**config.mk**
```make
export PLATFORM = sky130hd
export DESIGN_NAME = fht_input_loader
export DESIGN_NICKNAME = d
export VERILOG_FILES = /design/src/rtl/fht_input_loader.sv
export SDC_FILE = /design/constraint.sdc
export NUM_CORES = 1
export LEC_CHECK = 0
export ABC_CLOCK_PERIOD_IN_PS = 1400
export CAP_MARGIN = 15
export CORE_UTILIZATION = 42
export DETAILED_ROUTE_END_ITERATION = 10
export GPL_TIMING_DRIVEN = 0
export PLACE_DENSITY = 0.86
export SLEW_MARGIN = 20
export SYNTH_ARGS = -nofsm -noshare
export SYNTH_HDL_FRONTEND = slang
export SYNTH_SLANG_ARGS = --single-unit
```
**constraint.sdc**
```tcl
create_clock -name iCLK -period 1.4 [get_ports iCLK]
set_clock_uncertainty 0.1 [all_clocks]
set_input_delay 0.28 -clock iCLK [delete_from_list [all_inputs] [get_ports iCLK]]
set_output_delay 0.28 -clock iCLK [all_outputs]
set_load 0.01 [all_outputs]
```
**src/rtl/fht_input_loader.sv**
```systemverilog
// Serial loader for four FHT banks, bit-reversed unless FHT_LOADER_BITREV_BYPASS_EN (natural order).
// Write 1 cycle after accept; oREADY low outside LOAD until fht_control reports done.
module fht_input_loader #(
  parameter int A_BIT = 8,
  parameter int D_BIT = 16
) (
  input  logic             iCLK,
  input  logic             iRESET,
  input  logic [D_BIT-1:0] iDATA,
  input  logic             iVALID,
  output logic             oREADY,
  input  logic             iFHT_RDY,
  output logic             oSTART,
  output logic [A_BIT-1:0] oADDR_WR,
  output logic [D_BIT-1:0] oDATA,
  output logic [3:0]       oBANK_WE,
  output logic             oBUSY
);

  localparam int N_BIT = A_BIT + 2;

  typedef enum logic [2:0] {
    S_IDLE,
    S_LOAD,
    S_START,
    S_WAIT_BSY,
    S_WAIT_DONE
  } state_t;

  state_t           state_q, state_d;
  logic [N_BIT-1:0] n_q, n_d;
  logic [N_BIT-1:0] map_n;
  logic             busy_q, busy_d;
  logic             start_q, start_d;
  logic [3:0]       we_q, we_d;
  logic [A_BIT-1:0] addr_q, addr_d;
  logic [D_BIT-1:0] data_q, data_d;
  logic             accept;

  always_comb begin
    map_n = '0;
`ifdef FHT_LOADER_BITREV_BYPASS_EN
    map_n = n_q;
`else
    for (int i = 0; i < N_BIT; i++) begin
      map_n[i] = n_q[N_BIT-1-i];
    end
`endif
  end

  assign oREADY = (state_q == S_LOAD);
  assign accept = iVALID & oREADY;

  always_comb begin
    state_d = state_q;
    n_d     = n_q;
    busy_d  = busy_q;
    start_d = 1'b0;
    we_d    = 4'b0000;
    addr_d  = addr_q;
    data_d  = data_q;
    case (state_q)
      S_IDLE: begin
        if (iFHT_RDY) state_d = S_LOAD;
      end
      S_LOAD: begin
        if (accept) begin
          we_d   = 4'b0001 << map_n[N_BIT-1 -: 2];
          addr_d = map_n[A_BIT-1:0];
          data_d = iDATA;
          busy_d = 1'b1;
          if (n_q == {N_BIT{1'b1}}) begin
            n_d     = '0;
            state_d = S_START;
          end else begin
            n_d = n_q + 1'b1;
          end
        end
      end
      // oSTART is registered, so it lands one cycle after the final bank write.
      S_START: begin
        start_d = 1'b1;
        state_d = S_WAIT_BSY;
      end
      S_WAIT_BSY: begin
        if (!iFHT_RDY) state_d = S_WAIT_DONE;
      end
      S_WAIT_DONE: begin
        if (iFHT_RDY) begin
          state_d = S_LOAD;
          busy_d  = 1'b0;
        end
      end
      default: state_d = S_IDLE;
    endcase
  end

  always_ff @(posedge iCLK) begin
    if (!iRESET) begin
      state_q <= S_IDLE;
      n_q     <= '0;
      busy_q  <= 1'b0;
      start_q <= 1'b0;
      we_q    <= 4'b0000;
      addr_q  <= '0;
      data_q  <= '0;
    end else begin
      state_q <= state_d;
      n_q     <= n_d;
      busy_q  <= busy_d;
      start_q <= start_d;
      we_q    <= we_d;
      addr_q  <= addr_d;
      data_q  <= data_d;
    end
  end

  assign oSTART   = start_q;
  assign oBANK_WE = we_q;
  assign oADDR_WR = addr_q;
  assign oDATA    = data_q;
  assign oBUSY    = busy_q;

endmodule

```
==> summary.md, run 1 <==
| Metric | Value |
|---|---|
| Status | `complete, but fails checks` |
| Violations in the final reports | `negative setup slack` |
| Relative slew slack | `79.2%` |
| Post-Syn Instances | `193` |
| Area added between synthesis and finish | `59.1%` |
| Core Region | `3800 sq um` |
| Worst hold path startpoint | `oDATA[9]` |
| Final Max Tran Viols | `0` |
| Via count | `1623` |
| Final period demand of the worst path | `1490 ps` |
| Worst setup margin | `-88.8 ps` |
| Max-cap violations | `0` |
| LEAKAGE | `1.21 nW` |
| Full die area | `4380 sq um` |
| Total Power | `2.32 mW` |
| Met2 Use GR | `30.6%` |
| Row count | `22` |
| Share of layout cells above drive strength 1 | `25.6%` |
| CTS max path bufs | `2` |
| Drt first pass iters | `4` |
| Pwr dens | `843 nW/um^2` |
| Dpl hpwl | `2.53 mm` |
| Worst setup SP type | `flop` |
| IO Pins | `51` |
| Final hold vios | `0` |
| F_max | `672 MHz` |
| Fin nets | `291` |
| Vias in the first global route | `1393` |
| Top-area cell type share of the netlist area | `49.7%` |
| Final WL | `4.53 mm` |
| R2r setup slk | `-90 ps` |
| Last weighted congestion value of the routability-driven placer | `0.813` |
| Final core utilization | `72.5%` |
| Setup crit end kind | `flop` |
| Worst-margin pin slew | `311 ps` |
| Antenna violations before repair | `0` |
| Starting density of the core | `45.6%` |
| Reg2reg start | `state_q[1]` |
| Largest net degree at the start of global routing | `13` |
| Net Count, Synth | `214` |
| Tcrit/Tclk final | `106%` |
| R2r worst-path depth | `5` |
| Initial DRC count | `65` |
| Hold Path Sink | `oDATA[9]` |
| Post-route DRC | `0` |
| Post-CTS Hold Buffers | `0` |
| CTS sink count | `43` |
| Clock buffer count from CTS | `5` |
| Final Cell Area | `2750 sq um` |
| Worst-Skew Late Latency | `300 ps` |
| Met1 usage | `22.6%` |
| Critical path class | `reg2reg` |
| Grt ovf | `0` |
| Area contributors post-synth | `dfxtp_1 50%, nand2_1 13%, a21boi_0 9.5%, xnor2_1 3.0%, nor3b_1 2.2%` |
| Die width | `66.2 um` |
| H-Tree Depth | `2` |
| Synth warnings | `0` |
| Synth unique cells | `29` |
| GRT Util Overall | `19.0%` |
| Mean Syn Cell Area | `8.97 sq um` |
| Reg-to-Reg End | `n_q[9]` |
| Finish-stage setup viols | `12` |
| Arr. time, crit path | `1590 ps` |
| Met3 Use GR | `6.72%` |
| CTS tree | `yes` |
| Count of state elements after synthesis | `43` |
| Post-route ant nets | `0` |
| Clk Tree Root Cell | `clkbuf_8` |
| VDD IR max | `0.596 mV` |
| Critical path required time | `1500 ps` |
| Die height | `66.2 um` |
| Detail-routed via count per cell | `5.10` |
| Global-route wire length before repair | `6.17 mm` |
| Routed length per placed instance | `14.2 um` |
| Busiest layer in global routing | `met2` |
| Reg clk slew, reported paths | `80 ps` |
| IO Port Bufs | `50` |
| Synth Cell Area | `1730 sq um` |
| Unrepaired setup endpoints after global routing | `yes` |
| Largest fanout on the critical path | `6` |
| Post-Place Cell Area | `2330 sq um` |
| WHS Path Cells | `2` |
| Antenna Diode Count | `0` |
| Seq/Total Area, Yosys | `49.7%` |
| Worst hold path class | `reg2reg` |
| Area leader, netlist | `dfxtp_1` |
-- metal layers --
| layer | share of wire (%) | routed length [um] | vias up |
|---|---|---|---|
| li1 | - | - | 800 |
| met1 | 43 | 1930 | 768 |
| met2 | 50 | 2270 | 49 |
| met3 | 5.9 | 267 | 6 |
| met4 | 1.4 | 64 | 0 |
| met5 | 0 | 0 | - |
-- worst max path at each step --
stage	from	to	slack, ps	cells past startpoint
floorplan	n_q[0]	n_q[4]	-0.2	4
global placement	iVALID	oADDR_WR[0]	-470	6
detailed placement	iVALID	oDATA[15]	-540	6
CTS	state_q[2]	n_q[6]	-120	5
global route	state_q[2]	n_q[9]	-140	5
finish	state_q[1]	n_q[9]	-90	5
-- worst max-delay path: stages (launching register included) --
cell and delay (ps):
dfxtp_4 360, nand4bb_1 210, buf_6 170, nor4_2 320, xnor2_1 170, nor2_1 60
-- placed cells by master (no fill, tap or decap), types with 2 or more instances in the layout --
cell type	n
a21boi_1	23
a21boi_2	2
a21oi_1	3
and2_1	2
buf_2	2
buf_4	11
buf_6	6
buf_8	4
clkbuf_1	2
clkbuf_16	4
clkbuf_2	3
clkbuf_8	5
clkdlybuf4s50_1	18
dfxtp_1	33
dfxtp_2	4
dfxtp_4	6
dlygate4sd2_1	31
nand2_1	53
nand2_2	5
nand3_1	3
nor2_1	9
nor3_4	4
nor3b_1	4
o21ai_0	3
o21ai_1	2
xnor2_1	6
xor2_1	2
-- metrics by stage --
stage / hold WS (ps) / std cells / setup slack, ps / TNS, ps
after floorplan: 256 / 193 / -0.175 / -0.875
after global placement: 345 / 291 / -467 / -16270
after detailed placement: 357 / 291 / -536 / -17210
after CTS: 362 / 301 / -117 / -808
after global routing: 362 / 318 / -143 / -1860
final: 351 / 318 / -88.8 / -570
-- cell usage after synthesis --
master / count
nand2_1: 58
dfxtp_1: 43
a21boi_0: 22
nor2_1: 9
xnor2_1: 6
nand3_1: 5
nor3b_1: 5
o21ai_0: 5
a21oi_1: 4
a21boi_1: 3
buf_2: 3
buf_4: 3
clkbuf_1: 3
nor3_1: 3
nor3_2: 3
and2_1: 2
inv_1: 2
nor4_2: 2
xor2_1: 2
and4bb_2: 1
buf_6: 1
ha_1: 1
nand2b_1: 1
nand4_1: 1
nand4_2: 1
nand4bb_1: 1
o21a_1: 1
o41ai_4: 1
or3_1: 1
-- cells by family after synthesis --
group | count (synthesis) | share of synthesized area (%)
flip-flops | 43 | 49.7
adder cells (fa/ha/maj) | 1 | 0.723
AO/OA/AOI/OAI | 36 | 15.5
buffers and inverters | 12 | 3.90
AND/OR/NAND/NOR | 93 | 26.1
XOR/XNOR | 8 | 4.05
-- state kept, by name, summed over array words and instances, names as in the netlist --
register	count
state_q	3
oBANK_WE	4
n_q	10
oADDR_WR	8
oBUSY	1
oSTART	1
oDATA	16
-- report_power, final --
part | internal (mW) | switching [mW]
sequential | 1.24 | 0.0174
combinational | 0.185 | 0.134
clock | 0.344 | 0.399
-- cell type report --
| type | count | area, sq um |
|---|---|---|
| fillers | 271 | 1050 |
| flip-flops and latches | 43 | 888 |
| repair buffers | 70 | 696 |
| multi-input cells | 138 | 913 |
| clock buffers | 7 | 76.3 |
| inverters | 2 | 7.51 |
| well taps | 48 | 60.1 |
| plain buffers | 10 | 111 |
-- timing repair --
| action | in CTS | in global routing |
|---|---|---|
| endpoints found under the setup margin | 63 | 36 |
| endpoints found under the hold margin | 0 | 0 |
| gates cloned | 0 | 4 |
| buffers inserted | 3 | 13 |
| resized for setup | 57 | 54 |
| pin swaps | 7 | 17 |
No activity file was read; power rests on OpenSTA's default activity.
==> inputs of run 2 (changes only) <==
--- a/config.mk
+++ b/config.mk
@@ -5,12 +5,13 @@
 export SDC_FILE = /design/constraint.sdc
 export NUM_CORES = 1
 export LEC_CHECK = 0
-export ABC_CLOCK_PERIOD_IN_PS = 1400
+export ABC_CLOCK_PERIOD_IN_PS = 1500
 export CAP_MARGIN = 15
-export CORE_UTILIZATION = 42
+export CORE_UTILIZATION = 46
 export DETAILED_ROUTE_END_ITERATION = 10
 export GPL_TIMING_DRIVEN = 0
-export PLACE_DENSITY = 0.86
+export PLACE_DENSITY = 0.89
+export SETUP_SLACK_MARGIN = 0.1
 export SLEW_MARGIN = 20
 export SYNTH_ARGS = -nofsm -noshare
 export SYNTH_HDL_FRONTEND = slang
==> constraint.sdc (replaced) <==
create_clock -name iCLK -period 1.5 [get_ports iCLK]
set_clock_uncertainty 0.1 [all_clocks]
set_input_delay 0.3 -clock iCLK [delete_from_list [all_inputs] [get_ports iCLK]]
set_output_delay 0.3 -clock iCLK [all_outputs]
set_load 0.01 [all_outputs]
==> summary.md, run 2 (same netlist as run 1, synthesis figures left out) <==
| Metric | Value |
|---|---|
| Arr. time, crit path | `1580 ps` |
| Critical path's largest stage delay | `360 ps` |
| Final hold vios | `0` |
| Max-cap violations | `0` |
| Worst-Skew Late Latency | `290 ps` |
| Clock buffer count from CTS | `5` |
| Fin nets | `283` |
| Clk Tree Root Cell | `clkbuf_8` |
| Fill count | `260` |
| Initial DRC count | `77` |
| Grt ovf | `0` |
| CP Depth | `5` |
| Pre-CTS setup slack | `-438 ps` |
| WHS Path Cells | `2` |
| Non-filler cells, final | `309` |
| Worst setup margin | `5.48 ps` |
| CTS tree | `yes` |
| IO Port Bufs | `50` |
| CTS sink count | `43` |
| Drt first pass iters | `4` |
| Row count | `21` |
| F_max | `669 MHz` |
| Die width | `63.3 um` |
| Tcrit/Tclk final | `99.6%` |
| Vias in the first global route | `1490` |
| Dpl hpwl | `2.59 mm` |
| H-Tree Depth | `2` |
| R2r worst-path depth | `5` |
| Core Region | `3470 sq um` |
| Antenna violations before repair | `0` |
| Area added between synthesis and finish | `48.9%` |
| Largest net degree at the start of global routing | `14` |
| Final period demand of the worst path | `1490 ps` |
| Commonest cells after routing, fill and taps aside | `57 x nand2_1, 34 x dfxtp_1, 31 x dlygate4sd2_1, 17 x clkdlybuf4s50_1, 13 x a21boi_1` |
| Antenna Diode Count | `0` |
| GRT Util Overall | `21.5%` |
| Reg clk slew, reported paths | `80 ps` |
| Largest fanout on the critical path | `7` |
| Starting density of the core | `49.9%` |
| LEAKAGE | `1.12 nW` |
| Final WL | `4.05 mm` |
| Worst path bufs/invs | `2` |
| Critical path class | `reg2reg` |
| TNS Setup | `0 ps` |
| Multi-input logic area | `891 sq um` |
| Die height | `63.3 um` |
| Unrepaired setup endpoints after global routing | `yes` |
| Post-route DRC | `0` |
| Detail-routed via count per cell | `5.10` |
| Cell Chain, Critical Path | `nand4bb_1 -> buf_6 -> o41ai_4 -> buf_6 -> nor2_1` |
| Global-route wire length before repair | `6.80 mm` |
| Via count | `1576` |
| Crit path top cell by count | `buf_6` |
| Pwr dens | `844 nW/um^2` |
| VDD IR max | `0.556 mV` |
| CTS max path bufs | `2` |
| Relative slew slack | `76.5%` |
| Register area | `885 sq um` |
| Last weighted congestion value of the routability-driven placer | `0.812` |
| Max reg flops | `16` |
| Worst-margin pin slew | `351 ps` |
| Leading cell type in the layout, fill and taps excluded | `nand2_1` |
| Placed insts | `289` |
| Status | `completed` |
| Critical-path top delay cell | `dfxtp_4` |
| Full die area | `4010 sq um` |
| Share of layout cells above drive strength 1 | `21.3%` |
| Worst setup SP type | `flop` |
| IO Pins | `51` |
| Critical path required time | `1580 ps` |
| Routed length per placed instance | `13.1 um` |
| Finish-stage setup viols | `0` |
| Post-route ant nets | `0` |
| Worst hold path class | `reg2reg` |
| Setup crit end kind | `flop` |
| Final Max Tran Viols | `0` |
| CP top delay family | `flip-flops` |
run 2: cell types whose count changed in the layout (fill, tap and decap cells not counted), sizes merged:
cell,delta
buf,-4
clkbuf,-4
dlymetal6s2s,+1
clkdlybuf4s50,-1
clkinv,+1
run 2: through the flow:
stage | utilization, % | area, sq um | hold WS [ps] | total power [mW]
after floorplan | - | 1770 | 276 | 1.31
after global placement | 67.1 | 2330 | 344 | 1.43
after detailed placement | 67.1 | 2330 | 351 | 1.43
after CTS | 73.0 | 2530 | 359 | 2.18
after global routing | 74.3 | 2580 | 377 | 2.28
final | 74.3 | 2580 | 351 | 2.17
run 2: power by group:
| group | total [mW] | internal [mW] | leakage [nW] | switching, mW |
|---|---|---|---|---|
| sequential | 1.18 | 1.16 | 0.354 | 0.0161 |
| clock | 0.749 | 0.371 | 0.0482 | 0.378 |
| combinational | 0.248 | 0.137 | 0.722 | 0.111 |
run 2: layer usage:
layer  global-route usage [%]  part of all wire (%)
met3                     6.34                   5.2
met5                        0                     0
met4                     7.39                   1.1
met1                     26.0                    45
met2                     35.8                    49
run 2: final timing paths:
path,from,to,slack (ps)
worst max-delay path,state_q[2],n_q[7],5
worst min-delay path,oDATA[8],oDATA[8],350
worst max register to register,state_q[2],n_q[7],5
worst min register to register,oDATA[8],oDATA[8],350
run 2: tightest hold or removal path: cells and delay by family (launching register included):
kind	cells	cell delay, ps
DFF	1	310
and+or+nand+nor	1	50
AOI/OAI and AO/OA	1	50
run 2: final cells by class:
class / instances / area share, %
Multi-Input combinational cell: 138 / 34.6
Sequential cell: 43 / 34.3
Timing Repair Buffer: 62 / 21.5
Buffer: 10 / 3.55
Clock buffer: 7 / 3.35
Tap cell: 46 / 2.23
Inverter: 2 / 0.291
Clock inverter: 1 / 0.194
run 2: repair_timing:
item,in CTS,in global routing
setup buffers,9,2
cloned,1,0
setup endpoints to repair,65,32
hold buffers,0,0
pin swaps,15,3
gates resized for setup,61,20
